**src/rtl/regfile_sb_pkg.sv**
```systemverilog
// Shared constants for the scoreboarded register file.
// Default geometry plus the hard-wired zero register address.
package regfile_sb_pkg;

  localparam int DEF_DATA_W = 32;
  localparam int DEF_ADDR_W = 5;
  localparam int DEF_NUM_RD = 2;

  localparam int ZERO_ADDR = 0;

  function automatic int rf_depth(input int addr_w);
    return 1 << addr_w;
  endfunction

endpackage

```
**src/rtl/regfile_scoreboard.sv**
```systemverilog
// Pending-write bits for every register plus the HI/LO pair.
// A reservation issued in the same cycle as a commit wins.
module regfile_scoreboard
  import regfile_sb_pkg::*;
#(
  parameter int ADDR_W = DEF_ADDR_W,
  parameter int NUM_RD = DEF_NUM_RD
) (
  input  logic                     clk,
  input  logic                     rst,
  input  logic                     RegWrite,
  input  logic [ADDR_W-1:0]        wr_addr,
  input  logic                     HiWrite,
  input  logic                     LoWrite,
  input  logic                     issue_valid,
  input  logic [ADDR_W-1:0]        issue_addr,
  input  logic                     issue_hilo,
  input  logic [NUM_RD*ADDR_W-1:0] rd_addr,
  output logic [NUM_RD-1:0]        rd_busy,
  output logic                     hilo_busy
);

  localparam int DEPTH = rf_depth(ADDR_W);
  localparam logic [ADDR_W-1:0] ZERO =
    ADDR_W'(ZERO_ADDR);

  logic [DEPTH-1:0] pend_q;
  logic [DEPTH-1:0] pend_d;
  logic             hilo_q;
  logic             hilo_d;
  logic             clr_en;
  logic             set_en;
  logic             hilo_clr;

  assign clr_en   = RegWrite && (wr_addr != ZERO);
  assign set_en   = issue_valid && (issue_addr != ZERO);
  assign hilo_clr = HiWrite || LoWrite;

  // Set is applied after clear so a new reservation survives.
  always_comb begin
    pend_d = pend_q;
    if (clr_en)
      pend_d[wr_addr] = 1'b0;
    if (set_en)
      pend_d[issue_addr] = 1'b1;
    pend_d[ZERO] = 1'b0;
  end

  assign hilo_d = issue_hilo || (hilo_q && !hilo_clr);

  always_ff @(posedge clk or posedge rst) begin
    if (rst) begin
      pend_q <= '0;
      hilo_q <= 1'b0;
    end else begin
      pend_q <= pend_d;
      hilo_q <= hilo_d;
    end
  end

  for (genvar k = 0; k < NUM_RD; k++) begin : g_busy
    logic [ADDR_W-1:0] a;
    logic              hit;

    assign a   = rd_addr[k*ADDR_W +: ADDR_W];
    assign hit = clr_en && (wr_addr == a);

    assign rd_busy[k] = !rst
                     && (a != ZERO)
                     && pend_q[a]
                     && !hit;
  end

  assign hilo_busy = !rst && hilo_q && !hilo_clr;

endmodule

```
**src/rtl/regfile_sb.sv**
```systemverilog
// Register file with HI/LO, same-cycle write bypass and a
// pending-write scoreboard for hazard detection.
module regfile_sb
  import regfile_sb_pkg::*;
#(
  parameter int DATA_W = DEF_DATA_W,
  parameter int ADDR_W = DEF_ADDR_W,
  parameter int NUM_RD = DEF_NUM_RD
) (
  input  logic                     clk,
  input  logic                     rst,
  input  logic                     RegWrite,
  input  logic [ADDR_W-1:0]        wr_addr,
  input  logic [DATA_W-1:0]        wr_data,
  input  logic                     HiWrite,
  input  logic                     LoWrite,
  input  logic [DATA_W-1:0]        hi_data_in,
  input  logic [DATA_W-1:0]        lo_data_in,
  input  logic                     issue_valid,
  input  logic [ADDR_W-1:0]        issue_addr,
  input  logic                     issue_hilo,
  input  logic [NUM_RD*ADDR_W-1:0] rd_addr,
  output logic [NUM_RD*DATA_W-1:0] rd_data,
  output logic [NUM_RD-1:0]        rd_busy,
  output logic [DATA_W-1:0]        hi_data_out,
  output logic [DATA_W-1:0]        lo_data_out,
  output logic                     hilo_busy
);

  localparam int DEPTH = rf_depth(ADDR_W);
  localparam logic [ADDR_W-1:0] ZERO =
    ADDR_W'(ZERO_ADDR);

  logic [DATA_W-1:0] regs [DEPTH];
  logic [DATA_W-1:0] hi_q;
  logic [DATA_W-1:0] lo_q;
  logic              wr_en;

  assign wr_en = RegWrite && (wr_addr != ZERO);

  always_ff @(posedge clk or posedge rst) begin
    if (rst) begin
      for (int i = 0; i < DEPTH; i++)
        regs[i] <= '0;
    end else if (wr_en) begin
      regs[wr_addr] <= wr_data;
    end
  end

  always_ff @(posedge clk or posedge rst) begin
    if (rst) begin
      hi_q <= '0;
      lo_q <= '0;
    end else begin
      if (HiWrite)
        hi_q <= hi_data_in;
      if (LoWrite)
        lo_q <= lo_data_in;
    end
  end

  // Bypass is suppressed while reset is held.
  for (genvar k = 0; k < NUM_RD; k++) begin : g_rd
    logic [ADDR_W-1:0] a;

    assign a = rd_addr[k*ADDR_W +: ADDR_W];

    assign rd_data[k*DATA_W +: DATA_W] =
      (rst || a == ZERO)        ? '0      :
      (wr_en && wr_addr == a)   ? wr_data :
                                  regs[a];
  end

  assign hi_data_out = rst     ? '0         :
                       HiWrite ? hi_data_in :
                                 hi_q;

  assign lo_data_out = rst     ? '0         :
                       LoWrite ? lo_data_in :
                                 lo_q;

  regfile_scoreboard #(
    .ADDR_W (ADDR_W),
    .NUM_RD (NUM_RD)
  ) u_sb (
    .clk         (clk),
    .rst         (rst),
    .RegWrite    (RegWrite),
    .wr_addr     (wr_addr),
    .HiWrite     (HiWrite),
    .LoWrite     (LoWrite),
    .issue_valid (issue_valid),
    .issue_addr  (issue_addr),
    .issue_hilo  (issue_hilo),
    .rd_addr     (rd_addr),
    .rd_busy     (rd_busy),
    .hilo_busy   (hilo_busy)
  );

endmodule

```
**config.mk**
```make
export PLATFORM = sky130hd
export DESIGN_NAME = regfile_sb
export DESIGN_NICKNAME = d
export VERILOG_FILES = /design/src/rtl/regfile_sb_pkg.sv /design/src/rtl/regfile_scoreboard.sv /design/src/rtl/regfile_sb.sv
export SDC_FILE = /design/constraint.sdc
export NUM_CORES = 2
export LEC_CHECK = 0
export CORE_MARGIN = 3
export CORE_UTILIZATION = 25
export CTS_CLUSTER_SIZE = 14
export DETAILED_ROUTE_END_ITERATION = 12
export GPL_TIMING_DRIVEN = 0
export PLACE_DENSITY = 0.49
export SKIP_LAST_GASP = 1
export SLEW_MARGIN = 40
export SYNTH_ARGS = -nofsm -noshare
export SYNTH_HDL_FRONTEND = slang
export SYNTH_SLANG_ARGS = --single-unit
```
**constraint.sdc**
```tcl
create_clock -name clk -period 147.7 [get_ports clk]
set_input_delay 22.155 -clock clk [delete_from_list [all_inputs] [get_ports clk]]
set_output_delay 22.155 -clock clk [all_outputs]
set_load 0.02 [all_outputs]
```
==> out/results.txt <==
reg2reg start - regs[246]
Final Hold Viols - 0
compound-gate portion of the synthesized area - 4.46%
Die ar. - 245000 um^2
FP Rows - 178
period utilisation layout - 33.2%
CP arrival - 26930 ps
Top Ports - 254
DR WL/cell - 34.0 um
syn_area_per_cell - 13.8 um^2
hold slack - 478 ps
fin. max-slew vios - 0
HP Class - flip-flop to flip-flop
min Tclk post-route - 49090 ps
largest family of logic cells by synthesized area - multiplexers
top-area cell type share of the netlist area - 46.8%
share of layout cells above drive strength 1 - 43.0%
Simple-Gate Fraction of Synth Area - 4.85%
Final Non-Filler Cells - 8042
Crit-path slowest cell - clkdlybuf4s50_1
initial antenna violation count - 31
total vias in the final route - 44100
vias per cell - 5.49
Startpoint Class - input pin
worst reg2reg setup slack - 146890 ps
placed cell count - 7781
Yosys cell types - 55
CP Data Required Time - 125550 ps
R2R depth - 1
Hold Startpoint - regs[1002]
Post-Syn Nets - 4471
max_cap viols - 0
Main synth FF type - dfrtp_1
DR pass1 iterations - 6
worst setup path class - input pin to primary output
power density over the cells - 13.4 nW/um^2
Max clock buf depth - 3
Starting Density - 25.3%
number of buffers added on ports - 234
largest net degree at the start of global routing - 40
crit-path cells - clkdlybuf4s50_1 > clkbuf_2 > clkinv_1 > clkbuf_2 > mux4_2 > inv_1 > o221ai_1 > clkdlybuf4s50_1
Commonest cells post-synth - dfrtp_1, mux2_2, mux4_2
LEAKAGE - 0.0304 uW
number of buffers inserted by hold repair at cts - 0
slew margin rel. - 38.8%
die height - 495 um
Worst-Margin Slew - 917 ps
Hold Path End - regs[1002]
multiplexer share of the synthesized area - 40.0%
total core area - 237000 um^2
post-route ant nets - 0
Area growth syn-to-layout - 20.5%
status - finished clean
CTS HTree Levels - 4
count leader, synth - dfrtp_1
hold path depth - 1
Mapped Cells - 4348
CTS Root Cell - clkbuf_16
crit end category - primary output
RSZ-0062 raised after global routing - false
number of synthesized flops with an enable pin - 0
GR Overflow Total - 0
CTS Buf Count - 136
flops & latches, synth - 1120
FF-to-FF End - regs[246]
Fill cells - 23900
worst slack at placement - 98750 ps
crit path max fanout - 10
DP Wirelength - 194 mm
Post-Synth Adder-Cell Area - 0%
Final GP Congestion - 0.945
fmax - 0.0204 GHz
vias in the first global route - 44500
top cell type by total area after synthesis - dfrtp_1
die width - 495 um
FFs w/ async S/R, synth - 100%
TritonCTS clock tree - built
Worst-path clk slew - 60 ps
sinks on the clock net - 1120
register area share after synthesis - 46.8%
crit-path max cell delay - 900 ps
post-CTS sizing - 0
initial DRC count - 5283
gr usage total - 21.9%
top cells by area, synth - dfrtp_1, mux2_2, mux4_2
setup violators final - 0
worst clock skew - 0 ps
Remaining DRCs - 0
first-pass GRT wire length - 373 mm
VDD IR-drop max - 0.0000134 V
final worst setup slack - 98610 ps
DRT Wirelength - 274 mm
mapped cell area - 59800 um^2
Ys Warns - 0
Post-Synth XOR/XNOR Area - 0.146%
sum of negative setup slack - 0 ps
clock latency on the worst-skew pair - 770 ps
Setup Fix Bufs, Post-CTS - 0
Nets - 4892
-- flip-flops by register name (all words and copies together) (netlist names) --
| register | cells |
|---|---|
| hi_q | 32 |
| lo_q | 32 |
| regs | 1024 |
| u_sb.hilo_q | 1 |
| u_sb.pend_q | 31 |
-- through the flow --
stage / total power [uW] / instance area (um^2) / utilization (%)
3_5_place_dp: 614 / 67400 / 28.5
6_report: 966 / 72100 / 30.5
4_1_cts: 967 / 72100 / 30.4
2_1_floorplan: 539 / 59800 / -
5_1_grt: 1000 / 72100 / 30.4
3_3_place_gp: 606 / 66100 / 27.9
-- critical path: cells and delay by family --
kind | cells | cell delay, ps
buffers and inverters | 6 | 3650
AO/OA/AOI/OAI | 1 | 720
multiplexers | 1 | 380
-- layout by cell type (no fill, tap or decap), types with 35 or more instances in the layout --
cell,instances
nand2_1,307
a22oi_1,48
o21ai_0,141
clkbuf_2,104
clkdlybuf4s50_1,234
buf_4,40
mux2i_1,184
clkbuf_8,36
dfrtp_1,1120
mux4_2,453
clkbuf_16,142
buf_2,158
o211ai_1,39
nor2_1,78
clkbuf_1,179
a32o_1,37
buf_1,35
and2_1,66
nand3_1,111
mux2_2,1056
-- layout make-up --
| class | count | area, um^2 | area share [%] |
|---|---|---|---|
| diodes | 16 | 40.0 | 0.0555 |
| plain buffers | 483 | 2290 | 3.18 |
| clock buffers | 211 | 4170 | 5.79 |
| clock inverters | 34 | 449 | 0.623 |
| inverters | 22 | 82.6 | 0.115 |
| multi-input cells | 2723 | 29700 | 41.2 |
| flip-flops and latches | 1120 | 28000 | 38.9 |
| well taps | 3150 | 3940 | 5.47 |
| repair buffers | 283 | 3410 | 4.73 |
-- layer usage --
| layer | track usage, % | vias to the layer above | share of wire (%) |
|---|---|---|---|
| met1 | 28.4 | 23800 | 40 |
| li1 | - | 17300 | - |
| met2 | 33.2 | 2410 | 44 |
| met5 | 0 | - | 0.012 |
| met4 | 11.4 | 6 | 5.8 |
| met3 | 6.23 | 610 | 9.6 |
-- worst max path at each step --
stage / startpoint / cells after the start / slack [ps] / endpoint
after floorplan: rst / 3 / 68170 / lo_data_out[22]
after global placement: rst / 5 / 51680 / lo_data_out[30]
after detailed placement: rd_addr[2] / 8 / 98750 / rd_data[11]
after CTS: rd_addr[2] / 8 / 98760 / rd_data[11]
after global routing: rd_addr[2] / 8 / 98770 / rd_data[11]
final: rd_addr[2] / 8 / 98610 / rd_data[11]
-- logic make-up after synthesis --
logic type | after synthesis
and+or+nand+nor | 633
DFF | 1120
AOI/OAI and AO/OA | 385
buffers and inverters | 505
xor gates and xnor gates | 10
muxes | 1695
-- power by group --
part	internal [uW]	switching, uW
clock	208	144
sequential	364	41.0
combinational	110	97.9
total	683	283
Power figures use the tool's default switching activity.
